## src/rtl/alsu_gen_pkg.sv

```systemverilog
// -----------------------------------------------------------------------------
// alsu_gen_pkg
// Shared definitions for the parametrised ALSU: the opcode map, the LED blink
// start pattern, and the error-counter width.
// Optional feature macro used by the top level: ALSU_GEN_ERRCNT_EN.
// -----------------------------------------------------------------------------
package alsu_gen_pkg;

    typedef enum logic [2:0] {
        OP_AND   = 3'd0,
        OP_XOR   = 3'd1,
        OP_ADD   = 3'd2,
        OP_MUL   = 3'd3,
        OP_SHIFT = 3'd4,
        OP_ROT   = 3'd5,
        OP_INV6  = 3'd6,
        OP_INV7  = 3'd7
    } opcode_e;

    localparam logic [15:0] LED_BLINK_INIT = 16'hFFFF;
    localparam int          ERRCNT_W       = 8;

    // Opcodes 6 and 7 have no defined operation.
    function automatic logic op_is_invalid(input opcode_e op);
        return (op == OP_INV6) || (op == OP_INV7);
    endfunction

    // Reductions are only meaningful for the two bitwise opcodes.
    function automatic logic op_allows_reduction(input opcode_e op);
        return (op == OP_AND) || (op == OP_XOR);
    endfunction

endpackage

```

## src/rtl/alsu_gen_shreg.sv

```systemverilog
// -----------------------------------------------------------------------------
// alsu_gen_shreg
// Next-value logic for the 2*WIDTH result/shift register. Shifts one position
// per operation; the fill bit is serial_in for a shift, or the bit leaving the
// opposite end for a rotate.
// Ports:
//   cur        - current register contents
//   serial_in  - fill bit for plain shifts
//   direction  - 1 = left, 0 = right
//   rotate     - 1 = rotate, 0 = shift
//   nxt        - shifted/rotated value
// -----------------------------------------------------------------------------
module alsu_gen_shreg #(
    parameter int W = 8
) (
    input  logic [W-1:0] cur,
    input  logic         serial_in,
    input  logic         direction,
    input  logic         rotate,
    output logic [W-1:0] nxt
);

    logic fill_s;

    // Select fill bit and form the shifted word.
    always_comb begin
        fill_s = 1'b0;
        nxt    = cur;
        if (direction) begin
            fill_s = rotate ? cur[W-1] : serial_in;
            nxt    = {cur[W-2:0], fill_s};
        end else begin
            fill_s = rotate ? cur[0] : serial_in;
            nxt    = {fill_s, cur[W-1:1]};
        end
    end

endmodule

```

## src/rtl/alsu_gen.sv

```systemverilog
// -----------------------------------------------------------------------------
// alsu_gen
// WIDTH-bit arithmetic/logic/shift unit, two-stage valid-qualified pipeline.
// Stage 1 registers operands and controls; stage 2 evaluates and updates the
// 2*WIDTH result/shift register, the LED error blinker and the error counter.
// Optional feature: define ALSU_GEN_ERRCNT_EN to build the saturating
// invalid-operation counter; otherwise err_cnt is constant zero.
// Ports:
//   clk, rst           - clock, asynchronous active-high reset
//   in_valid           - qualifies all operand/control inputs
//   A, B               - operands
//   opcode             - 0 AND,1 XOR,2 ADD,3 MUL,4 SHIFT,5 ROTATE,6/7 invalid
//   cin                - carry in for ADD (when FULL_ADDER == "ON")
//   serial_in          - shift fill bit
//   direction          - 1 = left, 0 = right
//   red_op_A/B         - reduction selects
//   bypass_A/B         - bypass selects
//   out, out_valid     - result register and its update strobe
//   leds               - error blinker
//   err_cnt            - saturating invalid-operation count
// -----------------------------------------------------------------------------
module alsu_gen
    import alsu_gen_pkg::*;
#(
    parameter int    WIDTH          = 4,
    parameter string INPUT_PRIORITY = "A",
    parameter string FULL_ADDER     = "ON"
) (
    input  logic                  clk,
    input  logic                  rst,
    input  logic                  in_valid,
    input  logic [WIDTH-1:0]      A,
    input  logic [WIDTH-1:0]      B,
    input  logic [2:0]            opcode,
    input  logic                  cin,
    input  logic                  serial_in,
    input  logic                  direction,
    input  logic                  red_op_A,
    input  logic                  red_op_B,
    input  logic                  bypass_A,
    input  logic                  bypass_B,
    output logic [2*WIDTH-1:0]    out,
    output logic                  out_valid,
    output logic [15:0]           leds,
    output logic [ERRCNT_W-1:0]   err_cnt
);

    localparam int OW       = 2 * WIDTH;
    localparam bit PRIO_B   = (INPUT_PRIORITY == "B");
    localparam bit USE_CIN  = (FULL_ADDER == "ON");

    // Stage-1 registers
    logic [WIDTH-1:0] a_r, b_r;
    opcode_e          opcode_r;
    logic             cin_r, serial_in_r, direction_r;
    logic             red_a_r, red_b_r, byp_a_r, byp_b_r;
    logic             s1_valid_r;

    // Stage-2 registers
    logic [OW-1:0]    out_r;
    logic             out_valid_r;
    logic             err_r;
    logic [15:0]      leds_r;

    // Stage-2 combinational terms
    logic             byp_s, byp_use_b_s;
    logic             red_any_s, red_use_b_s;
    logic [WIDTH-1:0] byp_val_s, red_x_s;
    logic             inv_s;
    logic             cin_eff_s;
    logic [WIDTH:0]   sum_s;
    logic [OW-1:0]    prod_s;
    logic [OW-1:0]    shift_nxt_s;
    logic [OW-1:0]    result_s;

    // Stage 1: capture operands/controls on valid, track valid every cycle.
    always_ff @(posedge clk or posedge rst) begin
        if (rst) begin
            a_r         <= '0;
            b_r         <= '0;
            opcode_r    <= OP_AND;
            cin_r       <= 1'b0;
            serial_in_r <= 1'b0;
            direction_r <= 1'b0;
            red_a_r     <= 1'b0;
            red_b_r     <= 1'b0;
            byp_a_r     <= 1'b0;
            byp_b_r     <= 1'b0;
            s1_valid_r  <= 1'b0;
        end else begin
            s1_valid_r <= in_valid;
            if (in_valid) begin
                a_r         <= A;
                b_r         <= B;
                opcode_r    <= opcode_e'(opcode);
                cin_r       <= cin;
                serial_in_r <= serial_in;
                direction_r <= direction;
                red_a_r     <= red_op_A;
                red_b_r     <= red_op_B;
                byp_a_r     <= bypass_A;
                byp_b_r     <= bypass_B;
            end
        end
    end

    // Shift/rotate operate on the live result register so shifts chain.
    alsu_gen_shreg #(
        .W (OW)
    ) u_shreg (
        .cur       (out_r),
        .serial_in (serial_in_r),
        .direction (direction_r),
        .rotate    (opcode_r == OP_ROT),
        .nxt       (shift_nxt_s)
    );

    // Stage 2: operand selection, arithmetic and priority-ordered result.
    always_comb begin
        byp_s       = byp_a_r | byp_b_r;
        // When both selects are set the configured input wins.
        byp_use_b_s = (byp_a_r & byp_b_r) ? PRIO_B : byp_b_r;
        byp_val_s   = byp_use_b_s ? b_r : a_r;

        red_any_s   = red_a_r | red_b_r;
        red_use_b_s = (red_a_r & red_b_r) ? PRIO_B : red_b_r;
        red_x_s     = red_use_b_s ? b_r : a_r;

        // Bypass outranks every invalid condition.
        inv_s = ~byp_s & (op_is_invalid(opcode_r) |
                          (red_any_s & ~op_allows_reduction(opcode_r)));

        cin_eff_s = USE_CIN ? cin_r : 1'b0;
        sum_s     = {1'b0, a_r} + {1'b0, b_r} + {{WIDTH{1'b0}}, cin_eff_s};
        prod_s    = OW'(a_r) * OW'(b_r);

        result_s = '0;
        case (opcode_r)
            OP_AND: begin
                if (red_any_s) begin
                    result_s = {{(OW-1){1'b0}}, &red_x_s};
                end else begin
                    result_s = {{WIDTH{1'b0}}, a_r & b_r};
                end
            end
            OP_XOR: begin
                if (red_any_s) begin
                    result_s = {{(OW-1){1'b0}}, ^red_x_s};
                end else begin
                    result_s = {{WIDTH{1'b0}}, a_r ^ b_r};
                end
            end
            OP_ADD:   result_s = {{(WIDTH-1){1'b0}}, sum_s};
            OP_MUL:   result_s = prod_s;
            OP_SHIFT: result_s = shift_nxt_s;
            OP_ROT:   result_s = shift_nxt_s;
            default:  result_s = '0;
        endcase

        if (byp_s) begin
            result_s = {{WIDTH{1'b0}}, byp_val_s};
        end else if (inv_s) begin
            result_s = '0;
        end else begin
            result_s = result_s;
        end
    end

    // Stage 2: result register, valid strobe and LED error blinker.
    always_ff @(posedge clk or posedge rst) begin
        if (rst) begin
            out_r       <= '0;
            out_valid_r <= 1'b0;
            err_r       <= 1'b0;
            leds_r      <= 16'h0000;
        end else begin
            out_valid_r <= s1_valid_r;
            if (s1_valid_r) begin
                out_r <= result_s;
            end
            if (s1_valid_r && inv_s) begin
                err_r  <= 1'b1;
                // A fresh error starts all-on; a repeat keeps the blink going.
                leds_r <= err_r ? ~leds_r : LED_BLINK_INIT;
            end else if (s1_valid_r) begin
                err_r  <= 1'b0;
                leds_r <= 16'h0000;
            end else if (err_r) begin
                leds_r <= ~leds_r;
            end else begin
                leds_r <= 16'h0000;
            end
        end
    end

`ifdef ALSU_GEN_ERRCNT_EN
    logic [ERRCNT_W-1:0] err_cnt_r;

    // Saturating count of invalid operations reaching stage 2.
    always_ff @(posedge clk or posedge rst) begin
        if (rst) begin
            err_cnt_r <= '0;
        end else if (s1_valid_r && inv_s && (err_cnt_r != {ERRCNT_W{1'b1}})) begin
            err_cnt_r <= err_cnt_r + ERRCNT_W'(1);
        end
    end

    assign err_cnt = err_cnt_r;
`else
    assign err_cnt = '0;
`endif

    assign out       = out_r;
    assign out_valid = out_valid_r;
    assign leds      = leds_r;

endmodule

```

## config.mk

```make
export PLATFORM = sky130hd
export DESIGN_NAME = alsu_gen
export DESIGN_NICKNAME = d
export VERILOG_FILES = /design/src/rtl/alsu_gen_pkg.sv /design/src/rtl/alsu_gen_shreg.sv /design/src/rtl/alsu_gen.sv
export SDC_FILE = /design/constraint.sdc
export NUM_CORES = 1
export LEC_CHECK = 0
export ABC_AREA = 1
export BUFFER_PORTS_ARGS = -buffer_cell sky130_fd_sc_hd__buf_2
export CORE_ASPECT_RATIO = 0.9
export CORE_MARGIN = 2
export CORE_UTILIZATION = 55
export DETAILED_ROUTE_END_ITERATION = 12
export GPL_ROUTABILITY_DRIVEN = 1
export PLACE_DENSITY = 0.79
export SLEW_MARGIN = 10
export SYNTH_ARGS = -nofsm -noshare
export SYNTH_HDL_FRONTEND = slang
export SYNTH_SLANG_ARGS = --single-unit
```

## constraint.sdc

```tcl
create_clock -name clk -period 3.5 [get_ports clk]
set_input_delay 0.35 -clock clk [delete_from_list [all_inputs] [get_ports clk]]
set_output_delay 0.35 -clock clk [all_outputs]
set_load 0.1 [all_outputs]
```

==> results.yml <==
drt:
  firstDrtPassIters: 6
  drt_iter0_drc: 151
  vias: 2391
  drc: 0
  routed_wl_um: 6020
  ant_nets: 0
  vias_per_cell: 5.13
  wire_per_inst_um: 12.9
critical_path:
  path_class: "flip-flop to flip-flop"
  worst_ep_required_time_ps: 3680
  rrSetupSlack_ps: 540
  crit_end: "out[3]$_DFFE_PP0P_"
  worstSetupEndpointType: "flip-flop"
  worst-path-max-fanout: 7
  critPathLaunch: "a_r[0]$_DFFE_PP0P_"
  critical_path_arrival_ps: 3150
  r2r_end: "out[3]$_DFFE_PP0P_"
  worstSetupStartpointType: "flip-flop"
  rr_startpoint: "a_r[0]$_DFFE_PP0P_"
  worst-r2r-cell-count: 13
clock_tree:
  cts_made_buffers: 5
  clk_path_buf_depth: 2
  cts_tree: "built"
  cts_hold_buf: 0
  htreeDepth: 2
  cts.repair.resized: 0
  cts_sinks: 45
  path_clk_slew_ps: 90
  postCtsSetupBuffers: 0
  clkLatencyLatePin_ps: 310
  cts_root_buffer: "clkbuf_8"
timing:
  setup_viol: 0
  max_freq_mhz: 338
  fin_crit_ps: 2960
  period_share_pct: 84.6
  slew_viol_final: 0
  slew_headroom_pct: 61.6
  hold_violations: 0
  worst_pin_slew_ps: 576
  rsz0062_at_grt: "no"
  finClkSkew_ps: 9.93
  setup_tns_ps: 0
die:
  rows: 24
  core-area_um2: 4860
  die-area_um2: 5680
  die_w_um: 79.2
  die-height_um: 71.7
  io_pins: 54
  initial_core_util_pct: 57.6
final_layout:
  antennaDiodeCount: 0
  post-route-util_pct: 65.0
  nets: 445
  syn_to_final_growth_pct: 12.8
  drive_gt1_share_pct: 16.7
grt:
  track_usage_pct: 22.9
  overflow: 0
  grt_pass1_vias: 2255
  grt_max_degree: 46
  grt_pass1_wl_um: 10200
  antenna_found_initial: 0
synthesis:
  syn_area_um2: 2800
  synth.most_common_cell: "nand2_1"
  yosys_warnings: 0
  ys_ff_latch: 45
  yosys-top-cells-area: "dfrtp_1, nand2_1, ha_1, inv_1, o21ai_0"
  yosysTopAreaCellShare_pct: 40.2
  yosysTopAreaCell: "dfrtp_1"
  avgSynthCellArea_um2: 7.87
  async_reset_ff_share_pct: 100
  synthTopCellsByCount: "nand2_1, inv_1, dfrtp_1"
  ys_seq_area_share_pct: 40.2
  ys_types: 32
  synth_cells: 356
  synth-edff-count: 0
  ys.flop_type: "dfrtp_1"
worst_hold_path:
  hold_class: "input pin to asynchronous set/reset pin"
flow_run:
  maxCapViolations: 0
power_and_ir_drop:
  p_leak_nw: 1.81
  pwr_density_cell_nw_per_um2: 524
  ir_drop_mv: 0.316
status:
  status: "complete, no violations"
placement:
  place.port_buffers: 45
  dpl.hpwl_um: 4470
  gp_congestion: 0.857
[per-layer routing]
| layer | part of all wire, % | track usage (%) | vias up |
|---|---|---|---|
| li1 | - | - | 1208 |
| met1 | 47 | 32.8 | 1101 |
| met2 | 46 | 36.0 | 73 |
| met3 | 5.3 | 3.65 | 9 |
| met4 | 1.4 | 7.47 | 0 |
| met5 | 0 | 0 | - |
[kinds of logic after synthesis]
logic type / Yosys count / share of synthesized area [%]
flops: 45 / 40.2
other cells: 1 / 0.134
mux: 2 / 0.804
compound gates: 65 / 13.0
xor+xnor: 1 / 0.313
buf+inv: 71 / 11.2
simple gates: 147 / 22.0
fa+ha+maj: 24 / 12.3
[layout make-up]
type | instances | area, um^2
fillers | 430 | 1700
multi-input cells | 247 | 1390
flip-flops and latches | 45 | 1130
repair buffers | 46 | 233
inverters | 55 | 214
well taps | 65 | 81.3
clock buffers | 5 | 68.8
clock inverters | 3 | 50.0
[power by group]
part / internal (mW) / switching [mW] / leakage [nW]
clock network: 0.219 / 0.194 / 0.0603
registers: 0.572 / 0.0566 / 0.570
logic: 0.136 / 0.479 / 1.18
total: 0.927 / 0.729 / 1.81
[how the worst min path moves through the flow]
stage / start / endpoint / slack, ps / depth (start not counted)
2_1_floorplan: in_valid / s1_valid_r$_DFF_PP0_ / 380 / 0
3_3_place_gp: leds[14]$_DFF_PP0_ / leds[14]$_DFF_PP0_ / 430 / 1
3_5_place_dp: leds[13]$_DFF_PP0_ / leds[13]$_DFF_PP0_ / 430 / 1
4_1_cts: rst / opcode_r[0]$_DFFE_PP0P_ / 180 / 3
5_1_grt: rst / opcode_r[0]$_DFFE_PP0P_ / 220 / 3
6_report: rst / opcode_r[0]$_DFFE_PP0P_ / 170 / 3
[through the flow]
step | hold slack (ps) | setup slack (ps) | instance area [um^2] | std cells | power, mW
after floorplan | 381 | 764 | 2830 | 363 | 1.14
after global placement | 427 | 665 | 3040 | 458 | 1.24
after detailed placement | 433 | 613 | 3040 | 458 | 1.25
after CTS | 184 | 524 | 3160 | 466 | 1.66
after global routing | 224 | 355 | 3160 | 466 | 1.74
final | 171 | 538 | 3160 | 466 | 1.66
[worst max-delay path, cell delays in order (launching register included)]
cell and delay, ps:
dfrtp_1 490, nand2_1 120, fa_1 540, inv_1 50
fa_1 560, inv_1 60, fa_1 530, inv_1 40
nand2_1 70, nand3_1 70, nor2_1 90, nand2_1 50
nand2_1 80, a21oi_2 60
[placed cells by master, fill, tap and decap left out, types with 8 or more instances in the layout]
cell type	instances
buf_2	45
dfrtp_1	45
conb_1	8
inv_1	51
o21ai_0	26
a21oi_1	25
nand3_1	15
nand2_1	97
nor2_1	21
ha_1	18
[sequential cells by signal, indices dropped and copies added (netlist names)]
name	count
a_r	4
b_r	4
byp_a_r	1
byp_b_r	1
cin_eff_s	1
direction_r	1
err_r	1
leds	16
opcode_r	3
out	8
out_valid	1
red_a_r	1
red_b_r	1
s1_valid_r	1
serial_in_r	1
No activity file was read; power rests on OpenSTA's default activity.
